$ cat config.mk
export PLATFORM = sky130hd
export DESIGN_NAME = mainfsm
export DESIGN_NICKNAME = d
export VERILOG_FILES = /design/src/rtl/mainfsm.sv
export SDC_FILE = /design/constraint.sdc
export NUM_CORES = 1
export LEC_CHECK = 0
export ABC_CLOCK_PERIOD_IN_PS = 2150
export BUFFER_PORTS_ARGS = -buffer_cell sky130_fd_sc_hd__buf_2
export CORE_ASPECT_RATIO = 1.25
export CORE_MARGIN = 5
export CORE_UTILIZATION = 49
export CTS_CLUSTER_DIAMETER = 100
export CTS_CLUSTER_SIZE = 28
export DETAILED_ROUTE_END_ITERATION = 10
export MAX_ROUTING_LAYER = met4
export PLACE_DENSITY = 0.77
export RECOVER_POWER = 100
export SYNTH_ARGS = -nofsm -noshare
export SYNTH_HDL_FRONTEND = slang
export SYNTH_SLANG_ARGS = --single-unit
$ cat constraint.sdc
create_clock -name clk -period 2.15 [get_ports clk]
set_input_delay 0.645 -clock clk [delete_from_list [all_inputs] [get_ports clk]]
set_output_delay 0.645 -clock clk [all_outputs]
set_load 0.02 [all_outputs]
$ cat src/rtl/mainfsm.sv
// mainfsm: multicycle RV32I control FSM with a memory wait counter and an instruction-done pulse.
// Define MAINFSM_TRAP_EN to send unknown opcodes to a sticky TRAP state that raises `illegal`.
module mainfsm #(
  parameter int MEM_LAT = 0,
  parameter int SW      = 4
) (
  input  logic          clk,
  input  logic          reset,
  input  logic [6:0]    op,
  input  logic          Zero,
  output logic          PCWrite,
  output logic          AdrSrc,
  output logic          IRWrite,
  output logic          MemWrite,
  output logic          RegWrite,
  output logic [1:0]    ResultSrc,
  output logic [1:0]    ALUSrcA,
  output logic [1:0]    ALUSrcB,
  output logic [1:0]    ALUOp,
  output logic [1:0]    ImmSrc,
  output logic          instr_done,
  output logic          illegal,
  output logic [SW-1:0] state
);

  typedef enum logic [3:0] {
    S_FETCH    = 4'd0,
    S_DECODE   = 4'd1,
    S_MEMADR   = 4'd2,
    S_MEMREAD  = 4'd3,
    S_MEMWB    = 4'd4,
    S_MEMWRITE = 4'd5,
    S_EXECR    = 4'd6,
    S_ALUWB    = 4'd7,
    S_EXECI    = 4'd8,
    S_JAL      = 4'd9,
    S_BEQ      = 4'd10,
    S_TRAP     = 4'd11
  } state_t;

  typedef struct packed {
    logic       pc_update;
    logic       branch;
    logic       adr_src;
    logic       ir_write;
    logic       mem_write;
    logic       reg_write;
    logic [1:0] result_src;
    logic [1:0] alu_src_a;
    logic [1:0] alu_src_b;
    logic [1:0] alu_op;
    logic       instr_done;
  } ctrl_t;

  localparam logic [3:0] LAT    = 4'(MEM_LAT);
  localparam logic [6:0] OP_LW  = 7'b0000011;
  localparam logic [6:0] OP_SW  = 7'b0100011;
  localparam logic [6:0] OP_R   = 7'b0110011;
  localparam logic [6:0] OP_I   = 7'b0010011;
  localparam logic [6:0] OP_JAL = 7'b1101111;
  localparam logic [6:0] OP_BEQ = 7'b1100011;

  // Moore decode; `last` marks the final cycle of a memory state so strobes fire exactly once.
  function automatic ctrl_t decode_ctrl(input state_t s, input logic [3:0] w);
    ctrl_t c;
    logic  last;
    c    = '0;
    last = (w == LAT);
    case (s)
      S_FETCH: begin
        c.ir_write   = last;
        c.pc_update  = last;
        c.alu_src_b  = 2'b10;
        c.result_src = 2'b10;
      end
      S_DECODE: begin
        c.alu_src_a = 2'b01;
        c.alu_src_b = 2'b01;
      end
      S_MEMADR: begin
        c.alu_src_a = 2'b10;
        c.alu_src_b = 2'b01;
      end
      S_MEMREAD: c.adr_src = 1'b1;
      S_MEMWB: begin
        c.result_src = 2'b01;
        c.reg_write  = 1'b1;
        c.instr_done = 1'b1;
      end
      S_MEMWRITE: begin
        c.adr_src    = 1'b1;
        c.mem_write  = last;
        c.instr_done = last;
      end
      S_EXECR: begin
        c.alu_src_a = 2'b10;
        c.alu_op    = 2'b10;
      end
      S_EXECI: begin
        c.alu_src_a = 2'b10;
        c.alu_src_b = 2'b01;
        c.alu_op    = 2'b10;
      end
      S_ALUWB: begin
        c.reg_write  = 1'b1;
        c.instr_done = 1'b1;
      end
      S_JAL: begin
        c.alu_src_a = 2'b01;
        c.alu_src_b = 2'b10;
        c.pc_update = 1'b1;
      end
      S_BEQ: begin
        c.alu_src_a  = 2'b10;
        c.alu_op     = 2'b01;
        c.branch     = 1'b1;
        c.instr_done = 1'b1;
      end
      default: c = '0;
    endcase
    return c;
  endfunction

  state_t     state_q, state_d;
  logic [3:0] wcnt_q, wcnt_d;
  ctrl_t      ctrl_q, ctrl_d;
  logic       mem_wait;
`ifdef MAINFSM_TRAP_EN
  logic       illegal_q, illegal_d;
`endif

  always_comb begin
    state_d  = state_q;
    wcnt_d   = 4'd0;
    mem_wait = (wcnt_q < LAT);
    case (state_q)
      S_FETCH: begin
        if (mem_wait) wcnt_d = wcnt_q + 4'd1;
        else          state_d = S_DECODE;
      end
      S_DECODE: begin
        case (op)
          OP_LW, OP_SW: state_d = S_MEMADR;
          OP_R:         state_d = S_EXECR;
          OP_I:         state_d = S_EXECI;
          OP_JAL:       state_d = S_JAL;
          OP_BEQ:       state_d = S_BEQ;
`ifdef MAINFSM_TRAP_EN
          default:      state_d = S_TRAP;
`else
          default:      state_d = S_FETCH;
`endif
        endcase
      end
      S_MEMADR:  state_d = op[5] ? S_MEMWRITE : S_MEMREAD;
      S_MEMREAD: begin
        if (mem_wait) wcnt_d = wcnt_q + 4'd1;
        else          state_d = S_MEMWB;
      end
      S_MEMWRITE: begin
        if (mem_wait) wcnt_d = wcnt_q + 4'd1;
        else          state_d = S_FETCH;
      end
      S_MEMWB, S_ALUWB, S_BEQ:  state_d = S_FETCH;
      S_EXECR, S_EXECI, S_JAL:  state_d = S_ALUWB;
      S_TRAP:                   state_d = S_TRAP;
      default:                  state_d = S_FETCH;
    endcase
    // Outputs are registered from the next state so they stay glitch-free Moore values.
    ctrl_d = decode_ctrl(state_d, wcnt_d);
`ifdef MAINFSM_TRAP_EN
    illegal_d = illegal_q | (state_d == S_TRAP);
`endif
  end

  always_ff @(posedge clk or posedge reset) begin
    if (reset) begin
      state_q   <= S_FETCH;
      wcnt_q    <= 4'd0;
      ctrl_q    <= decode_ctrl(S_FETCH, 4'd0);
`ifdef MAINFSM_TRAP_EN
      illegal_q <= 1'b0;
`endif
    end else begin
      state_q   <= state_d;
      wcnt_q    <= wcnt_d;
      ctrl_q    <= ctrl_d;
`ifdef MAINFSM_TRAP_EN
      illegal_q <= illegal_d;
`endif
    end
  end

`ifdef MAINFSM_TRAP_EN
  assign illegal = illegal_q;
`else
  assign illegal = 1'b0;
`endif

  // Zero only matters while the branch strobe is up, i.e. in BEQ.
  assign PCWrite    = ctrl_q.pc_update | (ctrl_q.branch & Zero);
  assign AdrSrc     = ctrl_q.adr_src;
  assign IRWrite    = ctrl_q.ir_write;
  assign MemWrite   = ctrl_q.mem_write;
  assign RegWrite   = ctrl_q.reg_write;
  assign ResultSrc  = ctrl_q.result_src;
  assign ALUSrcA    = ctrl_q.alu_src_a;
  assign ALUSrcB    = ctrl_q.alu_src_b;
  assign ALUOp      = ctrl_q.alu_op;
  assign instr_done = ctrl_q.instr_done;
  assign state      = SW'(state_q);

  always_comb begin
    ImmSrc = 2'b00;
    case (op)
      OP_SW:   ImmSrc = 2'b01;
      OP_BEQ:  ImmSrc = 2'b10;
      OP_JAL:  ImmSrc = 2'b11;
      default: ImmSrc = 2'b00;
    endcase
  end

endmodule

Yosys cells after proc, flatten, opt, wreduce, memory -nomap -nowiden. Index checks and enable logic that the tools add are counted.

Add/subtract/negate cells: 1. $mul: 0. Div/mod/pow operators: 0. Magnitude comparators: 1. Equality and inequality tests: 24. Shift-type cells: 0. Multiplexer cells: 20. Bitwise logic cells: 2. Reduce and logical (&&, ||, !) cells: 14.

Operator list (number): 4-bit case mux with 7 select lines (1); 4-bit by 3-bit == test with 1-bit output (second input constant) (6); 4-bit == test (second input constant) (6); 4-bit 2-to-1 mux (5); 4-bit case mux with 5 select lines (1); 4-bit by 2-bit == test with 1-bit output (second input constant) (4); 2-bit case mux with 2 select lines (4); 7-bit by 6-bit == test with 1-bit output (second input constant) (2); 7-bit == test (second input constant) (2); 4-bit logical NOT (3); 2-bit OR reduction (6); 3-bit OR reduction (4); 4-bit by 1-bit == test with 1-bit output (second input constant) (2); 7-bit by 2-bit == test with 1-bit output (second input constant) (1); 7-bit by 5-bit == test with 1-bit output (second input constant) (1); 2-bit case mux with 3 select lines (1); 1-bit 2-to-1 mux (5); 4-bit by 1-bit adder with 4-bit output (second input constant) (1); 4-bit by 1-bit < comparator with 1-bit output (second input constant) (1); 1-bit case mux with 2 select lines (2); 4-bit OR reduction (1); 3-bit 2-to-1 mux (1); 1-bit bitwise AND (1); 1-bit OR (1).

Bits in registers: 23. Latch bits: 0. Memory bits (writable): 0. ROM bits: 0. Input port bits: 10. Output and inout bits: 21. Logic and storage cells: 75. Memories kept: 0.

Logic depth before layout (Yosys ltp). Gate-level depths: netlist (run 1).

Depth after elaboration: 7. Gate-level depth with buffers: 7. Mapped depth without buffers: 5.

Worst setup path before layout (run 1). OpenSTA, ideal clock, no wires.

Kind: input -> register. From: in op[2]. To: reg ctrl_q (netlist bit instr_done). Library setup time: 0.067 ns. Arrival time: 2.114 ns. Required time: 2.083 ns. Slack: -0.031 ns. Cell stages on the path: 5. Path buffers: 0. Cells stage by stage: or4b_4 -> or4_4 -> o22ai_2 -> and2_4 -> nand2b_1.

RTL lines: start: declaration (RTL line 9) `input logic [6:0] op,`; end signal: assignment (RTL line 180) `ctrl_q <= decode_ctrl(S_FETCH, 4'd0);`; end signal: assignment (RTL line 187) `ctrl_q <= ctrl_d;`; end: declaration (RTL line 126) `ctrl_t ctrl_q, ctrl_d;`.

Worst setup path in the final report (run 1).
From: in op[3]. To: out ImmSrc[0].

Cells in the longest elaborated chain, start to end: 2. Elaborated cells on any way between the ends: 4. Classes of those cells: eq/ne (3); mux (1).

RTL lines: 7-bit == test or 7-bit by 6-bit == test with 1-bit output (tied branches) (RTL line 215) `case (op)`; 2-bit case mux with 3 select lines * (RTL line 215); end: declaration (RTL line 20) `output logic [1:0] ImmSrc,`.

Mark *: on every way between the ends. The rest lies on a longest branch, timed or not.

==> impl_metrics.py, run 1 <==
metrics = {
    "run_status": {
        "status": "complete, no violations",
    },
    "global_routing": {
        "grt.overflow.total": 0,
        "grt_max_degree": 19,
        "antenna_found_initial": 0,
        "grt_pass1_vias": 727,
        "grt_usage_pct": 15.8,
        "grt_pass1_wl_um": 3390,
    },
    "logic_synthesis": {
        "synthXorXnorAreaFrac_pct": 1.82,
        "synthMuxAreaShare_pct": 0,
        "syn_area_per_cell_sq_um": 9.95,
        "synth_compound_area_share_pct": 15.8,
        "netlist-cell-type-count": 41,
        "ys_ff_latch": 18,
        "synth_top_area_cell": "dfrtp_1",
        "async_reset_ff_share_pct": 100,
        "syn_nets": 107,
        "synth-edff-count": 0,
        "netlist_instances": 97,
        "synth_top_family_by_area": "simple AND/OR/NAND/NOR gates",
        "syn-cell-area_sq_um": 965,
        "yosys.area_share.simple_pct": 23.1,
        "yosysTopAreaCellShare_pct": 36.3,
        "yosysWarnings": 0,
        "yosysSeqAreaShare_pct": 47.2,
        "synth-adder-area-share_pct": 0,
        "ys.flop_type": "dfrtp_1",
        "yosys-top-cells-area": "dfrtp_1 (36%), dfstp_2 (11%), buf_4 (7.0%), a21oi_1 (2.6%), nand2b_1 (2.6%)",
    },
    "clock_network": {
        "cts_buffers": 3,
        "path_clk_slew_ns": 0.10,
        "cts_buffer_depth": 2,
        "post_cts_buffers": 0,
        "clkSinkCount": 18,
        "clk_latency_ns": 0.29,
        "h-tree-depth": 1,
        "cts_root_buffer": "clkbuf_4",
        "cts_tree": "yes",
        "ctsHoldBuffers": 0,
    },
    "timing": {
        "rsz0062_at_grt": "false",
        "worst_pin_slew_ns": 0.653,
        "drv_slew": 0,
        "clock_skew_ns": 0.00655,
        "worst_slack_ns": 0.0624,
        "holdWs_ns": 0.419,
        "finalHoldViolCount": 0,
        "final.setup.tns_ns": 0,
        "setup_viol": 0,
        "period_share_pct": 97.1,
        "min_period_ns": 2.09,
        "slew_headroom_pct": 56.4,
        "max_freq_mhz": 479,
    },
    "cells_and_area": {
        "layout_common_cells": "clkbuf_1 (19), dfrtp_1 (14), buf_2 (10), inv_1 (6), a21oi_1 (5)",
        "final_layout_size_suffix_gt1_share_pct": 22.8,
        "fin_nets": 134,
        "antennaDiodeCount": 0,
        "final_core_util_pct": 56.5,
        "area_delta_synth_final_pct": 13.4,
        "final_cell_area_sq_um": 1090,
        "regArea_sq_um": 455,
        "filler_cell_count": 190,
        "multi_input_area_sq_um": 393,
        "mostFrequentLayoutCell": "clkbuf_1",
    },
    "placed_design": {
        "placed_cell_area_sq_um": 1100,
        "port_buffers": 29,
        "dpl.hpwl_um": 1600,
        "gp_congestion": 0.884,
        "place_ws_ns": -0.127,
    },
    "pwr": {
        "clockPowerShare_pct": 19.0,
        "power_leakage_nw": 0.544,
        "ir_drop_uv": 675,
        "switching_power_w": 0.000401,
        "pwr-share-comb_pct": 37.9,
        "sequentialPowerShare_pct": 43.1,
        "p_int_w": 0.000677,
        "swShare_pct": 37.2,
        "p_per_area_nw_per_um2": 986,
    },
    "floorplanning": {
        "rows": 18,
        "dieWidth_um": 49.7,
        "die-area_sq_um": 2960,
        "start_util_pct": 49.8,
        "io_pins": 31,
        "die_y_um": 59.6,
        "coreArea_sq_um": 1940,
    },
    "worst_setup_path": {
        "crit_arrival_ns": 1.44,
        "worstPathMaxFanout": 4,
        "setup.worst_path.class": "in2out",
        "r2r_cells": 5,
        "reg2reg_setup_slack_ns": 0.14,
        "r2r_start": "state[1]",
        "end_kind": "output pin",
        "cp_data_required_time_ns": 1.50,
        "r2r_end": "instr_done",
        "start_kind": "primary input",
    },
    "routing": {
        "drc": 0,
        "vias_per_cell": 5.48,
        "ant_nets": 0,
        "initialDrtViolationCount": 10,
        "routed_wl_um": 2070,
        "avgRoutedWirePerCell_um": 14.5,
        "vias": 784,
        "dr.pass1.iters": 4,
    },
    "min_path": {
        "hold_class": "in2async",
    },
    "job": {
        "max-cap-violations": 0,
    },
}
[how the worst max path moves through the flow]
| stage | slack, ns | start | end |
|---|---|---|---|
| 2_1_floorplan | 0.04 | op[2] | instr_done |
| 3_3_place_gp | -0.1 | op[2] | instr_done |
| 3_5_place_dp | -0.13 | op[2] | instr_done |
| 4_1_cts | 0.08 | op[3] | ImmSrc[0] |
| 5_1_grt | 0.02 | op[2] | ALUSrcB[0] |
| 6_report | 0.06 | op[3] | ImmSrc[0] |
[flip-flops by register name, summed over array words and instances (netlist names)]
register / count
ALUSrcA: 2
ResultSrc: 2
RegWrite: 1
ALUSrcB: 2
AdrSrc: 1
ALUOp: 2
instr_done: 1
MemWrite: 1
IRWrite: 1
ctrl_q: 1
state: 4
[power groups by stage]
stage                     Clock [W]  Sequential (W)  Combinational (W)
after detailed placement          0        0.000470           0.000443
after global placement            0        0.000467           0.000433
after global routing       0.000223        0.000473           0.000451
after floorplan                   0        0.000505           0.000329
after CTS                  0.000211        0.000463           0.000441
final                      0.000205        0.000465           0.000408
[worst max-delay path, cell delays in order]
cell and delay, ns:
buf_2 0.12, or3_1 0.36, a21oi_1 0.13, clkbuf_2 0.18
[routing by layer]
metal	GRT usage (%)	vias to the layer above	share of wire, %
li1	-	383	-
met1	17.1	365	40
met2	26.9	30	50
met3	1.51	6	6.5
met4	11.2	0	3.4
met5	-	-	0
[synthesized netlist by cell type (all sizes together), types with 2 or more instances]
cell type / n
nor2b: 2
and2: 2
o211a: 2
inv: 6
buf: 10
nor3: 4
or3: 2
nand3: 4
a21o: 3
a21oi: 5
nand2b: 4
o22ai: 2
nand2: 4
o21ai: 2
nor2: 4
clkbuf: 3
dfrtp: 14
dfstp: 4
[final cells by class]
type | count | share of cell area, %
Clock buffer | 4 | 3.32
Inverter | 6 | 2.06
Multi-Input combinational cell | 60 | 35.9
Sequential cell | 18 | 41.6
Tap cell | 20 | 2.29
Timing Repair Buffer | 35 | 14.8
[timing repair]
action | CTS | global route
gates resized for setup | 1 | 0
endpoints found under the setup margin | 1 | 0
hold endpoints to repair | 0 | 0
[stage by stage]
step / power, W / std cells
CTS: 0.00112 / 143
global placement: 0.000900 / 140
floorplan: 0.000833 / 97
global route: 0.00115 / 143
finish: 0.00108 / 143
detailed placement: 0.000912 / 140
[cells by family (layout without fill, tap and decap cells)]
| kind of cell | Yosys count | count (layout) |
|---|---|---|
| simple gates | 36 | 36 |
| compound gates | 21 | 21 |
| buf+inv | 19 | 45 |
| flops | 18 | 18 |
| xor+xnor | 2 | 2 |
| other cells | 1 | 1 |
No activity file was read; power rests on OpenSTA's default activity.
==> run 2, diff against run 1 <==
==> constraint.sdc (replaced) <==
create_clock -name clk -period 2.15 [get_ports clk]
set_input_delay 0.215 -clock clk [delete_from_list [all_inputs] [get_ports clk]]
set_output_delay 0.215 -clock clk [all_outputs]
set_load 0.02 [all_outputs]
==> impl_metrics.py, run 2 (same netlist as run 1, synthesis figures left out) <==
metrics = {
    "clock_network": {
        "ctsHoldBuffers": 0,
        "cts_buffer_depth": 2,
        "h-tree-depth": 1,
        "path_clk_slew_ns": 0.11,
        "cts_tree": "yes",
        "post_cts_buffers": 0,
        "clkSinkCount": 18,
        "cts_buffers": 3,
        "clk_latency_ns": 0.28,
        "cts_root_buffer": "clkbuf_4",
    },
    "cells_and_area": {
        "final_core_util_pct": 55.6,
        "fin_nets": 132,
        "layout_common_cells": "clkbuf_1 (21), dfrtp_1 (14), buf_2 (10), inv_1 (6), a21oi_1 (5)",
        "mostFrequentLayoutCell": "clkbuf_1",
        "final_layout_size_suffix_gt1_share_pct": 19.8,
        "largest_register_ff_count": 4,
        "antennaDiodeCount": 0,
        "area_delta_synth_final_pct": 11.7,
        "final_cell_area_sq_um": 1080,
    },
    "worst_setup_path": {
        "cp_num_cells": 5,
        "setup.worst_path.class": "reg2reg",
        "end_kind": "flop",
        "r2r_end": "instr_done",
        "crit_arrival_ns": 2.30,
        "start_kind": "flop",
        "reg2reg_setup_slack_ns": 0.08,
        "path_buf_inv": 0,
        "r2r_start": "state[1]",
        "slowest_delay_ns": 0.58,
        "critical-path-top-delay-family": "simple AND/OR/NAND/NOR gates",
        "r2r_cells": 5,
        "cp_slowest_cell": "or4b_1",
        "crit_path_cell_trace": "or4b_1, or4_4, o22ai_2, and2_4, nand2b_1",
        "worstPathMaxFanout": 5,
        "cp_data_required_time_ns": 2.38,
    },
    "timing": {
        "period_share_pct": 96.3,
        "finalHoldViolCount": 6,
        "drv_slew": 0,
        "rsz0062_at_grt": "false",
        "worst_pin_slew_ns": 0.640,
        "max_freq_mhz": 483,
        "clock_skew_ns": 0.00814,
        "min_period_ns": 2.07,
        "slew_headroom_pct": 57.3,
        "holdWs_ns": -0.00335,
        "final.setup.tns_ns": 0,
        "setup_viol": 0,
    },
    "routing": {
        "avgRoutedWirePerCell_um": 14.9,
        "routed_wl_um": 2100,
        "vias_per_cell": 5.65,
        "ant_nets": 0,
        "dr.pass1.iters": 6,
        "initialDrtViolationCount": 4,
        "vias": 797,
        "drc": 0,
    },
    "floorplanning": {
        "io_pins": 31,
        "rows": 18,
        "die_y_um": 59.6,
        "start_util_pct": 49.8,
        "coreArea_sq_um": 1940,
        "die-area_sq_um": 2960,
        "dieWidth_um": 49.7,
    },
    "placed_design": {
        "placed_cell_area_sq_um": 1070,
        "port_buffers": 29,
        "gp_congestion": 0.889,
        "dpl.hpwl_um": 1640,
    },
    "pwr": {
        "total_power_w": 0.00108,
        "p_per_area_nw_per_um2": 998,
        "power_leakage_nw": 0.528,
        "ir_drop_uv": 615,
    },
    "global_routing": {
        "grt_pass1_wl_um": 3570,
        "antenna_found_initial": 0,
        "grt_pass1_vias": 800,
        "grt_usage_pct": 15.8,
        "grt_max_degree": 19,
        "grt.overflow.total": 0,
    },
    "min_path": {
        "hold_class": "in2async",
    },
    "run_status": {
        "violations": "negative hold slack",
        "status": "finished with violations",
    },
    "job": {
        "max-cap-violations": 0,
    },
}
-- run 2: changes by cell type in the layout (fill, tap and decap cells not counted) --
cell / delta
a2111oi_1: +1
a2111oi_0: -1
clkbuf_1: +2
buf_4: -2
clkbuf_2: -2
or4_1: -1
or4b_1: +1
or4_4: +1
or4b_4: -1
-- run 2: how the worst max path moves through the flow --
| stage | startpoint | to |
|---|---|---|
| detailed placement | state[1] | instr_done |
| CTS | state[1] | instr_done |
| finish | state[1] | instr_done |
| global placement | state[1] | instr_done |
| global route | state[1] | instr_done |
| floorplan | state[0] | instr_done |
-- run 2: power breakdown --
part | switching [W] | total, W | leakage, nW | internal [W]
clock network | 0.000100 | 0.000203 | 0.0210 | 0.000103
logic | 0.000279 | 0.000409 | 0.277 | 0.000130
registers | 0.0000229 | 0.000463 | 0.230 | 0.000440
-- run 2: per-layer routing --
layer	vias up	GRT usage [%]	share of wire (%)
met3	9	1.26	7.8
met5	-	-	0
met4	0	8.61	3.7
met1	366	18.0	38
met2	44	27.3	51
li1	378	-	-
-- run 2: repair_timing --
item | in CTS | in global routing
endpoints found under the setup margin | 0 | 1
gates resized for setup | 0 | 1
hold endpoints to repair | 0 | 0
-- run 2: area by class of cell --
cell class | count | area, sq um
fillers | 184 | 860
clock buffers | 4 | 36.3
inverters | 6 | 22.5
well taps | 20 | 25.0
multi-input cells | 60 | 394
flip-flops and latches | 18 | 455
repair buffers | 33 | 144
-- run 2: worst reg2reg max path, stage by stage, from the launching register on --
cell	delay, ns
dfrtp_1	0.39
or4b_1	0.58
or4_4	0.58
o22ai_2	0.21
and2_4	0.17
nand2b_1	0.09
-- run 2: metrics by stage --
step	setup WS [ns]	instances
after global placement	0.203	137
after CTS	0.123	141
final	0.0793	141
after global routing	0.0397	141
after detailed placement	0.145	137
after floorplan	0.0613	97
